**src/rtl/ram_tdp_bist_ctrl_pkg.sv**
```systemverilog
// Shared types, default sizing and the test-pattern function for the
// true-dual-port RAM BIST controller.
package ram_tdp_bist_pkg;

    localparam int DEF_AW       = 9;
    localparam int DEF_DW       = 16;
    localparam int DEF_READ_LAT = 2;
    localparam int ERR_W        = 11;
    localparam int PAT_W        = 64;

    typedef enum logic [2:0] {
        IDLE,
        WRITE,
        READ,
        XREAD,
        DRAIN,
        DONE
    } state_t;

    // Write data and expected read data are the seed with the word address folded in.
    function automatic logic [PAT_W-1:0] pattern(input logic [PAT_W-1:0] seed,
                                                 input logic [PAT_W-1:0] x);
        return seed ^ x;
    endfunction

endpackage

```
**src/rtl/ram_tdp_bist_ctrl_if.sv**
```systemverilog
// Control/status and dual-port RAM bus of the BIST controller; the controller
// is the master, the RAM plus whoever starts a run is the slave.
interface ram_tdp_bist_ctrl_if
    import ram_tdp_bist_pkg::*;
#(
    parameter int AW = DEF_AW,
    parameter int DW = DEF_DW
);
    logic             start;
    logic [DW-1:0]    seed;
    logic             weA;
    logic             weB;
    logic             reA;
    logic             reB;
    logic [AW-1:0]    addrA;
    logic [AW-1:0]    addrB;
    logic [DW-1:0]    dinA;
    logic [DW-1:0]    dinB;
    logic [DW-1:0]    doutA;
    logic [DW-1:0]    doutB;
    logic             busy;
    logic             done;
    logic             pass;
    logic [ERR_W-1:0] err_cnt;
    logic [AW-1:0]    fail_addr;
    logic             fail_port;

    modport master (
        input  start, seed, doutA, doutB,
        output weA, weB, reA, reB, addrA, addrB, dinA, dinB,
        output busy, done, pass, err_cnt, fail_addr, fail_port
    );

    modport slave (
        output start, seed, doutA, doutB,
        input  weA, weB, reA, reB, addrA, addrB, dinA, dinB,
        input  busy, done, pass, err_cnt, fail_addr, fail_port
    );

endinterface

```
**src/rtl/ram_tdp_bist_ctrl_rd_check_pipe.sv**
```systemverilog
// Delay line that carries each read's address and expected word until the RAM
// returns the data, then flags a mismatch (unknown bits count as a mismatch).
module rd_check_pipe
    import ram_tdp_bist_pkg::*;
#(
    parameter int AW  = DEF_AW,
    parameter int DW  = DEF_DW,
    parameter int LAT = DEF_READ_LAT
) (
    input  logic          clk,
    input  logic          rst,
    input  logic          i_valid,
    input  logic [AW-1:0] i_addr,
    input  logic [DW-1:0] i_exp,
    input  logic [DW-1:0] i_dout,
    output logic          o_mismatch,
    output logic [AW-1:0] o_addr
);

    logic          r_valid [LAT];
    logic [AW-1:0] r_addr  [LAT];
    logic [DW-1:0] r_exp   [LAT];

    always_ff @(posedge clk) begin
        if (rst) begin
            for (int i = 0; i < LAT; i++) begin
                r_valid[i] <= 1'b0;
                r_addr[i]  <= '0;
                r_exp[i]   <= '0;
            end
        end else begin
            r_valid[0] <= i_valid;
            r_addr[0]  <= i_addr;
            r_exp[0]   <= i_exp;
            for (int i = 1; i < LAT; i++) begin
                r_valid[i] <= r_valid[i-1];
                r_addr[i]  <= r_addr[i-1];
                r_exp[i]   <= r_exp[i-1];
            end
        end
    end

    // Case inequality so that X/Z read data is reported rather than masked.
    assign o_mismatch = r_valid[LAT-1] && (i_dout !== r_exp[LAT-1]);
    assign o_addr     = r_addr[LAT-1];

endmodule

```
**src/rtl/ram_tdp_bist_ctrl.sv**
```systemverilog
// BIST controller for a true-dual-port RAM: write both halves in parallel,
// read them back straight and crossed, and report pass/err_cnt/first failure.
module ram_tdp_bist_ctrl
    import ram_tdp_bist_pkg::*;
#(
    parameter int AW       = DEF_AW,
    parameter int DW       = DEF_DW,
    parameter int READ_LAT = DEF_READ_LAT
) (
    input  logic                clk,
    input  logic                rst,
    ram_tdp_bist_ctrl_if.master bus
);

    state_t           r_state;
    state_t           w_nextState;
    logic [7:0]       r_cnt;
    logic [DW-1:0]    r_seed;
    logic [ERR_W-1:0] r_errCnt;
    logic [AW-1:0]    r_failAddr;
    logic             r_failPort;
    logic             r_failSeen;
    logic             r_pass;

    logic             w_accept;
    logic [AW-1:0]    w_lowAddr;
    logic [AW-1:0]    w_highAddr;
    logic             w_weA, w_weB, w_reA, w_reB;
    logic [AW-1:0]    w_addrA, w_addrB;
    logic [DW-1:0]    w_dinA, w_dinB;
    logic [DW-1:0]    w_expA, w_expB;
    logic             w_misA, w_misB;
    logic [AW-1:0]    w_misAddrA, w_misAddrB;

    assign w_accept   = (r_state == IDLE) && bus.start;
    assign w_lowAddr  = AW'(r_cnt);
    assign w_highAddr = w_lowAddr | AW'(256);

    always_ff @(posedge clk) begin
        if (rst) begin
            r_state <= IDLE;
            r_cnt   <= '0;
        end else begin
            r_state <= w_nextState;
            r_cnt   <= (w_nextState != r_state) ? 8'd0 : 8'(r_cnt + 8'd1);
        end
    end

    always_comb begin
        w_nextState = r_state;
        unique case (r_state)
            IDLE:    if (bus.start)                   w_nextState = WRITE;
            WRITE:   if (r_cnt == 8'hFF)              w_nextState = READ;
            READ:    if (r_cnt == 8'hFF)              w_nextState = XREAD;
            XREAD:   if (r_cnt == 8'hFF)              w_nextState = DRAIN;
            DRAIN:   if (r_cnt == 8'(READ_LAT - 1))   w_nextState = DONE;
            DONE:                                     w_nextState = IDLE;
            default:                                  w_nextState = IDLE;
        endcase
    end

    // Port A always owns the low half and port B the high half, except in
    // XREAD where they swap so each word is also read through the other port.
    always_comb begin
        w_weA   = 1'b0;
        w_weB   = 1'b0;
        w_reA   = 1'b0;
        w_reB   = 1'b0;
        w_addrA = '0;
        w_addrB = '0;
        w_dinA  = '0;
        w_dinB  = '0;
        unique case (r_state)
            WRITE: begin
                w_weA   = 1'b1;
                w_weB   = 1'b1;
                w_addrA = w_lowAddr;
                w_addrB = w_highAddr;
                w_dinA  = DW'(pattern(PAT_W'(r_seed), PAT_W'(w_lowAddr)));
                w_dinB  = DW'(pattern(PAT_W'(r_seed), PAT_W'(w_highAddr)));
            end
            READ: begin
                w_reA   = 1'b1;
                w_reB   = 1'b1;
                w_addrA = w_lowAddr;
                w_addrB = w_highAddr;
            end
            XREAD: begin
                w_reA   = 1'b1;
                w_reB   = 1'b1;
                w_addrA = w_highAddr;
                w_addrB = w_lowAddr;
            end
            default: ;
        endcase
    end

    assign w_expA = DW'(pattern(PAT_W'(r_seed), PAT_W'(w_addrA)));
    assign w_expB = DW'(pattern(PAT_W'(r_seed), PAT_W'(w_addrB)));

    rd_check_pipe #(.AW(AW), .DW(DW), .LAT(READ_LAT)) u_checkA (
        .clk        (clk),
        .rst        (rst),
        .i_valid    (w_reA),
        .i_addr     (w_addrA),
        .i_exp      (w_expA),
        .i_dout     (bus.doutA),
        .o_mismatch (w_misA),
        .o_addr     (w_misAddrA)
    );

    rd_check_pipe #(.AW(AW), .DW(DW), .LAT(READ_LAT)) u_checkB (
        .clk        (clk),
        .rst        (rst),
        .i_valid    (w_reB),
        .i_addr     (w_addrB),
        .i_exp      (w_expB),
        .i_dout     (bus.doutB),
        .o_mismatch (w_misB),
        .o_addr     (w_misAddrB)
    );

    // Result registers; only the first failing read is latched, A before B.
    always_ff @(posedge clk) begin
        if (rst) begin
            r_seed     <= '0;
            r_errCnt   <= '0;
            r_failAddr <= '0;
            r_failPort <= 1'b0;
            r_failSeen <= 1'b0;
            r_pass     <= 1'b0;
        end else if (w_accept) begin
            r_seed     <= bus.seed;
            r_errCnt   <= '0;
            r_failAddr <= '0;
            r_failPort <= 1'b0;
            r_failSeen <= 1'b0;
            r_pass     <= 1'b0;
        end else begin
            r_errCnt <= r_errCnt + ERR_W'(w_misA) + ERR_W'(w_misB);
            if (!r_failSeen && (w_misA || w_misB)) begin
                r_failSeen <= 1'b1;
                r_failAddr <= w_misA ? w_misAddrA : w_misAddrB;
                r_failPort <= !w_misA;
            end
            if (r_state == DONE) begin
                r_pass <= (r_errCnt == '0);
            end
        end
    end

    assign bus.weA       = w_weA;
    assign bus.weB       = w_weB;
    assign bus.reA       = w_reA;
    assign bus.reB       = w_reB;
    assign bus.addrA     = w_addrA;
    assign bus.addrB     = w_addrB;
    assign bus.dinA      = w_dinA;
    assign bus.dinB      = w_dinB;
    assign bus.busy      = (r_state == WRITE) || (r_state == READ) ||
                           (r_state == XREAD) || (r_state == DRAIN);
    assign bus.done      = (r_state == DONE);
    assign bus.pass      = r_pass || ((r_state == DONE) && (r_errCnt == '0));
    assign bus.err_cnt   = r_errCnt;
    assign bus.fail_addr = r_failAddr;
    assign bus.fail_port = r_failPort;

endmodule

```
**src/flat_wrapper.sv**
```systemverilog
// flat-port wrapper written by rule: the top's interface ports become plain ports
module ram_tdp_bist_ctrl_flat import ram_tdp_bist_pkg::*;
#(
    parameter int AW       = DEF_AW,
    parameter int DW       = DEF_DW,
    parameter int READ_LAT = DEF_READ_LAT
)
  (clk, rst, bus_start, bus_seed, bus_doutA, bus_doutB, bus_weA, bus_weB, bus_reA, bus_reB, bus_addrA, bus_addrB, bus_dinA, bus_dinB, bus_busy, bus_done, bus_pass, bus_err_cnt, bus_fail_addr, bus_fail_port);
  ram_tdp_bist_ctrl_if #(.AW(AW), .DW(DW)) bus_i ();
  input  logic clk;
  input  logic rst;
  input wire logic [$bits(bus_i.start)-1:0] bus_start;
  input wire logic [$bits(bus_i.seed)-1:0] bus_seed;
  input wire logic [$bits(bus_i.doutA)-1:0] bus_doutA;
  input wire logic [$bits(bus_i.doutB)-1:0] bus_doutB;
  output wire logic [$bits(bus_i.weA)-1:0] bus_weA;
  output wire logic [$bits(bus_i.weB)-1:0] bus_weB;
  output wire logic [$bits(bus_i.reA)-1:0] bus_reA;
  output wire logic [$bits(bus_i.reB)-1:0] bus_reB;
  output wire logic [$bits(bus_i.addrA)-1:0] bus_addrA;
  output wire logic [$bits(bus_i.addrB)-1:0] bus_addrB;
  output wire logic [$bits(bus_i.dinA)-1:0] bus_dinA;
  output wire logic [$bits(bus_i.dinB)-1:0] bus_dinB;
  output wire logic [$bits(bus_i.busy)-1:0] bus_busy;
  output wire logic [$bits(bus_i.done)-1:0] bus_done;
  output wire logic [$bits(bus_i.pass)-1:0] bus_pass;
  output wire logic [$bits(bus_i.err_cnt)-1:0] bus_err_cnt;
  output wire logic [$bits(bus_i.fail_addr)-1:0] bus_fail_addr;
  output wire logic [$bits(bus_i.fail_port)-1:0] bus_fail_port;
  assign bus_i.start = bus_start;
  assign bus_i.seed = bus_seed;
  assign bus_i.doutA = bus_doutA;
  assign bus_i.doutB = bus_doutB;
  assign bus_weA = bus_i.weA;
  assign bus_weB = bus_i.weB;
  assign bus_reA = bus_i.reA;
  assign bus_reB = bus_i.reB;
  assign bus_addrA = bus_i.addrA;
  assign bus_addrB = bus_i.addrB;
  assign bus_dinA = bus_i.dinA;
  assign bus_dinB = bus_i.dinB;
  assign bus_busy = bus_i.busy;
  assign bus_done = bus_i.done;
  assign bus_pass = bus_i.pass;
  assign bus_err_cnt = bus_i.err_cnt;
  assign bus_fail_addr = bus_i.fail_addr;
  assign bus_fail_port = bus_i.fail_port;
  ram_tdp_bist_ctrl #(.AW(AW), .DW(DW), .READ_LAT(READ_LAT)) u_core (.clk(clk), .rst(rst), .bus(bus_i));
endmodule
```
**config.mk**
```make
export PLATFORM = sky130hd
export DESIGN_NAME = ram_tdp_bist_ctrl_flat
export DESIGN_NICKNAME = d
export VERILOG_FILES = /design/src/rtl/ram_tdp_bist_ctrl_pkg.sv /design/src/rtl/ram_tdp_bist_ctrl_if.sv /design/src/rtl/ram_tdp_bist_ctrl_rd_check_pipe.sv /design/src/rtl/ram_tdp_bist_ctrl.sv /design/src/flat_wrapper.sv
export SDC_FILE = /design/constraint.sdc
export NUM_CORES = 1
export LEC_CHECK = 0
export CORE_UTILIZATION = 35
export CTS_CLUSTER_SIZE = 40
export DETAILED_ROUTE_END_ITERATION = 7
export SLEW_MARGIN = 20
export SYNTH_ARGS = -nofsm -noshare
export SYNTH_HDL_FRONTEND = slang
export SYNTH_SLANG_ARGS = --single-unit
```
**constraint.sdc**
```tcl
create_clock -name clk -period 5.76 [get_ports clk]
set_clock_uncertainty 0.15 [all_clocks]
set_input_delay 1.152 -clock clk [delete_from_list [all_inputs] [get_ports clk]]
set_output_delay 1.152 -clock clk [all_outputs]
set_load 0.02 [all_outputs]
```
* Word-level counts from Yosys, hierarchy flattened *
Memories as Yosys holds them, arrays and structs flattened.
Cells that the tools add are included.

storage, ports and cells
  bits in registers = 50
  word-level logic and storage cells = 89
  latch bits = 0
  memories kept = 6
  output and inout bits = 78
  RAM bits = 104
  memory bits (read-only) = 0

memory list
  memory                   words  bits a word  read ports  clocked after memory_dff  wr ports  RTL line                               text
  u_core.u_checkA.r_exp    2      16           2           0                         2         ram_tdp_bist_ctrl_rd_check_pipe.sv:22  logic [DW-1:0] r_exp [LAT];
  u_core.u_checkB.r_exp    2      16           2           0                         2         ram_tdp_bist_ctrl_rd_check_pipe.sv:22
  u_core.u_checkA.r_addr   2      9            2           0                         2         ram_tdp_bist_ctrl_rd_check_pipe.sv:21  logic [AW-1:0] r_addr [LAT];
  u_core.u_checkB.r_addr   2      9            2           0                         2         ram_tdp_bist_ctrl_rd_check_pipe.sv:21
  u_core.u_checkA.r_valid  2      1            2           0                         2         ram_tdp_bist_ctrl_rd_check_pipe.sv:20  logic r_valid [LAT];
  u_core.u_checkB.r_valid  2      1            2           0                         2         ram_tdp_bist_ctrl_rd_check_pipe.sv:20

operators by class
  muxes and demuxes = 28
  bitwise gates (word level) = 16
  div/mod/pow operators = 0
  reductions and logical operators = 18
  equality and inequality tests = 10
  $add $sub $neg = 3
  magnitude comparators = 0
  shift-type cells = 0
  multipliers = 0

operator list
  kind                   count
  $mux W16               6
  $xor A16 B9 Y16        3
  $mux W9                5
  $pmux W9 S2            2
  $nex A16 B16 Y1        2
  $add A11 B1 Y11        2
  $xor A16 B8 Y16        1
  $mux W3                5
  $pmux W3 S5            1
  $or A1 B1 Y1           12
  $logic_not A11 Y1      1
  $mux W1                9
  $add A8 B1 Y8 const B  1
  $eq A8 B1 Y1 const B   1
  $eq A8 B8 Y1 const B   1
  $reduce_or A2 Y1       4
  $eq A3 B2 Y1 const B   2
  $eq A3 B3 Y1 const B   2
  $logic_and A1 B1 Y1    5
  $logic_or A1 B1 Y1     5
  $eq A3 B1 Y1 const B   1
  $logic_not A3 Y1       1
  $ne A3 B3 Y1           1
  $logic_not A1 Y1       2

* Longest topological paths before layout *
  word-level depth = 5
  gate-level depth with buffers = 13
  depth with buffers taken out = 13

* Modules after synthesis *
A second synthesis with hierarchy kept.

unflattened totals
  cells, all modules = 598
  area total of the unflattened synthesis = 5921.9 um2

by module, submodules not included
  module             times used  cells each  area each (um2)
  rd_check_pipe      2           139         1629.1
  ram_tdp_bist_ctrl  1           320         2663.8

* Least setup slack after synthesis *
No wires, ideal clock.

  path type = input to register
  from = input port bus_doutB[12]
  to = register u_core.r_errCnt[10], in the netlist u_core.bus.err_cnt[10]
  setup slack = 2.591 ns
  stages on the path = 12
  buffers on the path = 0
  setup time = 0.117 ns
  arrival = 2.902 ns
  path through = xor2_1 nor4_1 nand3_1 nand2_1 fa_1 inv_1 ha_1 nand3_1 nor2_1 nand3_1 xor2_1 nor2_1

on the way
  cells in the longest elaborated chain, start to end = 3

RTL lines
  what                    RTL line                               text
  start: declaration      flat_wrapper.sv:15                     input wire logic [$bits(bus_i.doutB)-1:0] bus_doutB;
  $nex A16 B16 Y1         ram_tdp_bist_ctrl_rd_check_pipe.sv:44  assign o_mismatch = r_valid[LAT-1] && (i_dout !== r_exp[LAT-1]);
  $logic_and A1 B1 Y1     ram_tdp_bist_ctrl_rd_check_pipe.sv:44
  $add A11 B1 Y11         ram_tdp_bist_ctrl.sv:140               r_errCnt <= r_errCnt + ERR_W'(w_misA) + ERR_W'(w_misB);
  end signal: assignment  ram_tdp_bist_ctrl.sv:140
  end: declaration        ram_tdp_bist_ctrl.sv:19                logic [ERR_W-1:0] r_errCnt;

Every way passes these cells.
A chain may end at the register's enable or synchronous reset.

* Worst setup path in the final report *
  from = register u_core.r_state[2]
  to = output port bus_dinA[15]

on the way
  cells in the longest elaborated chain, start to end = 2

RTL lines
  what                      RTL line                 text
  start: declaration        ram_tdp_bist_ctrl.sv:15  state_t r_state;
  start signal: assignment  ram_tdp_bist_ctrl.sv:44  r_state <= w_nextState;
  $eq A3 B1 Y1              ram_tdp_bist_ctrl.sv:73  unique case (r_state)
  $mux W16                  ram_tdp_bist_ctrl.sv:73
  end: declaration          flat_wrapper.sv:22       output wire logic [$bits(bus_i.dinA)-1:0] bus_dinA;

Every way passes these cells.

==> flow_summary.toml <==
[drt]
viasPerCell = 4.392
drtAntennaViolNets = 0
route.detailed.drc = 0
first_pass_iters = 4
via_count = 3320
drt_wl_total_um = 9801
drtIter0Drc = 111
wl_per_cell_um = 12.96

[floorplan]
rows = 40
core_area_um2 = 12110
dieWidth_um = 114.0
start_util_pct = 36.22
io_pins = 129
die_h_um = 114.0
dieArea_um2 = 12980

[sta]
whs_ns = 0.2877
finalHoldViolCount = 0
slew_violations = 0
fin_ws_ns = 2.026
setup_violations = 0
worstMarginPinSlew_ns = 0.9208
period_needed_ns = 3.734
max_freq_mhz = 267.8
fin_tns_setup_ns = 0
rsz0062_at_grt = "no"
fin_crit_sh_pct = 64.82
maxSlewHeadroom_pct = 38.62

[finish]
fillers = 1204
nets = 638
regArea_um2 = 2122
area_growth_pct = 34.77
final_area_um2 = 5912
multi_input_area_um2 = 1926
drive_gt1_share_pct = 4.422
diodes = 0

[clock_tree]
cts_setup_buffers = 0
post_cts_resized = 0
cts.path.max_buffers = 2
clk_pin_slew_worst_paths_ns = 0.07
clkLatencyLatePin_ns = 0.34
cts_hold_buf = 0
cts_tree = "done"
cts_sinks = 106
cts_buffers = 9
htreeDepth = 3
clock-root-buffer = "clkbuf_16"

[logic_synthesis]
netlist_area_um2 = 4387
avgSynthCellArea_um2 = 8.952
synth.distinct_cells = 34
yosysTopAreaCell = "dfxtp_1"
synth-seq-cells = 106
yosys-top-cells-area = "dfxtp_1 (48%), xnor2_1 (8.2%), nor2b_1 (5.6%)"
synth_nets = 545
synth_top_area_share_pct = 48.37
ys_warn_count = 0
syn_inst = 490
yosysSeqAreaShare_pct = 48.37

[worst_setup_path]
cp_num_buf_inv = 2
rr_worst_depth = 12
cp-startpoint = "u_core.r_state[2]$_SDFF_PP0_"
criticalPathCategory = "flop to output pin"
cp_top_family = "buffers and inverters"
crit_end = "bus_dinA[15]"
reg2reg_from = "u_core.u_checkB.r_exp[0][24]$_SDFF_PP0_"
r2r_slack_ns = 3.14
cp_num_cells = 4
crit_chain = "nand2b_1, inv_1, and2_1, clkdlybuf4s50_1"
end_kind = "output pin"
worstPathArrival_ns = 2.43
slowest_stage = "dfxtp_1"
worst_path_largest_cell_delay_ns = 0.61
critPathRequiredTime_ns = 4.46
crit_fanout = 13
crit-reg2reg-capture = "u_core.bus.err_cnt[10]$_SDFF_PP0_"
setup.worst_path.start_class = "flop"

[power_and_ir_drop]
irDropWorstVdd_mv = 0.1379
finalPower_mw = 1.553
leakage_nw = 2.191
power.density_nw_per_um2 = 262.7

[grt]
grt.total_usage_pct = 15.64
grt_start_max_net_pins = 54
gr-total-overflow = 0
grt_pass1_vias = 3263
grt_pass1_wl_um = 16040
antenna_found_initial = 0

[worst_hold_path]
holdCritPathClass = "flop to flop"

[flow_run]
cap_viol_max_count = 0

[outcome]
status = "finished, final reports clean"

[place]
place_congestion = 0.7596
port_buffers = 128
pre_cts_slack_ns = 1.821
place_area_um2 = 5594
dp_hpwl_um = 7397
power breakdown:
group	total (mW)	internal, mW	switching (mW)
Combinational	0.152	0.0783	0.0740
Sequential	0.765	0.751	0.0145
Clock	0.636	0.349	0.287
worst reg2reg max path, delay by kind of cell, from the launching register on:
kind	cells	cell delay, ns
buffers and inverters	1	0.05
XOR/XNOR	2	0.31
AND/OR/NAND/NOR	7	1.30
flip-flops	1	0.33
adder cells (fa/ha/maj)	2	0.35
per-stage QoR:
step | util (%) | instances
6_report | 48.81 | 756
5_1_grt | 48.81 | 756
4_1_cts | 48.81 | 756
3_5_place_dp | 46.19 | 740
3_3_place_gp | 46.19 | 740
2_1_floorplan | - | 490
cells in the final DEF (no fill, tap or decap), drive strengths merged, types with 2 or more instances in the layout:
cell,n
nor4,6
and3,3
xor2,26
clkbuf,9
ha,3
or2,3
inv,17
nand2,62
nand3,15
nor2b,39
nand4,7
nor4b,2
xnor2,41
buf,2
nor3,4
nand2b,5
clkinv,3
clkdlybuf4s50,127
a21oi,23
o21ai,8
nor2,58
and2,11
dfxtp,106
sequential cells by signal (all words and copies together), names as in the netlist:
signal / flops
u_core.bus.err_cnt: 11
u_core.u_checkB.r_addr: 18
u_core.r_failSeen: 1
u_core.u_checkA.r_valid: 1
u_core.r_state: 3
u_core.u_checkA.r_exp: 31
u_core.bus.fail_port: 1
u_core.u_checkB.r_valid: 1
u_core.r_seed: 16
u_core.r_pass: 1
u_core.u_checkA.r_addr: 2
u_core.u_checkB.r_exp: 3
u_core.r_cnt: 8
u_core.bus.fail_addr: 9
cell families (layout without fill, tap and decap cells):
| group | count (synthesis) | after routing | synth area share (%) |
|---|---|---|---|
| xor+xnor | 67 | 67 | 13.38 |
| flops | 106 | 106 | 48.37 |
| simple gates | 215 | 215 | 23.90 |
| buf+inv | 61 | 159 | 7.729 |
| compound gates | 36 | 36 | 5.077 |
| fa+ha+maj | 4 | 4 | 1.312 |
| mux | 1 | 1 | 0.2282 |
cells in the mapped netlist (all sizes together):
master,count
buf,33
a21oi,23
fa,1
nor2,58
nand2,62
nor4b,2
a2bb2oi,1
nor4,6
o21ai,8
or2,3
nor2b,39
xnor2,41
inv,14
dfxtp,106
a41oi,1
nor3,4
xor2,26
and3,3
clkbuf,14
nand2b,5
ha,3
a22oi,1
o221a,1
and2,11
nand4,7
mux2i,1
a211oi,1
nand3,15
routing by layer:
| layer | track usage [%] | vias to the layer above | share of wire, % |
|---|---|---|---|
| li1 | - | 1713 | - |
| met1 | 21.58 | 1508 | 50 |
| met2 | 24.97 | 87 | 45 |
| met3 | 2.710 | 12 | 4.3 |
| met4 | 4.675 | 0 | 1.1 |
| met5 | 0 | - | 0 |
final cells by class:
class                           count  area share (%)
Sequential cell                   106           35.89
Multi-Input combinational cell    323           32.57
Timing Repair Buffer              129           21.71
Clock buffer                        9           3.810
Tap cell                          168           3.556
Clock inverter                      7           1.566
Inverter                           14          0.8889
worst min-delay path by stage:
stage	from	endpoint	cells past startpoint
after floorplan	u_core.u_checkA.r_addr[0][8]$_SDFF_PP0_	u_core.u_checkA.r_addr[0][17]$_SDFF_PP0_	1
after global placement	u_core.u_checkA.r_exp[0][11]$_SDFF_PP0_	u_core.u_checkA.r_exp[0][27]$_SDFF_PP0_	1
after detailed placement	u_core.u_checkA.r_exp[0][12]$_SDFF_PP0_	u_core.u_checkA.r_exp[0][28]$_SDFF_PP0_	1
after CTS	u_core.u_checkA.r_exp[0][5]$_SDFF_PP0_	u_core.u_checkA.r_exp[0][21]$_SDFF_PP0_	1
after global routing	u_core.u_checkB.r_addr[0][0]$_SDFF_PP0_	u_core.u_checkB.r_addr[0][9]$_SDFF_PP0_	1
final	u_core.u_checkA.r_exp[0][5]$_SDFF_PP0_	u_core.u_checkA.r_exp[0][21]$_SDFF_PP0_	1
(Power assumes the default switching activity.)
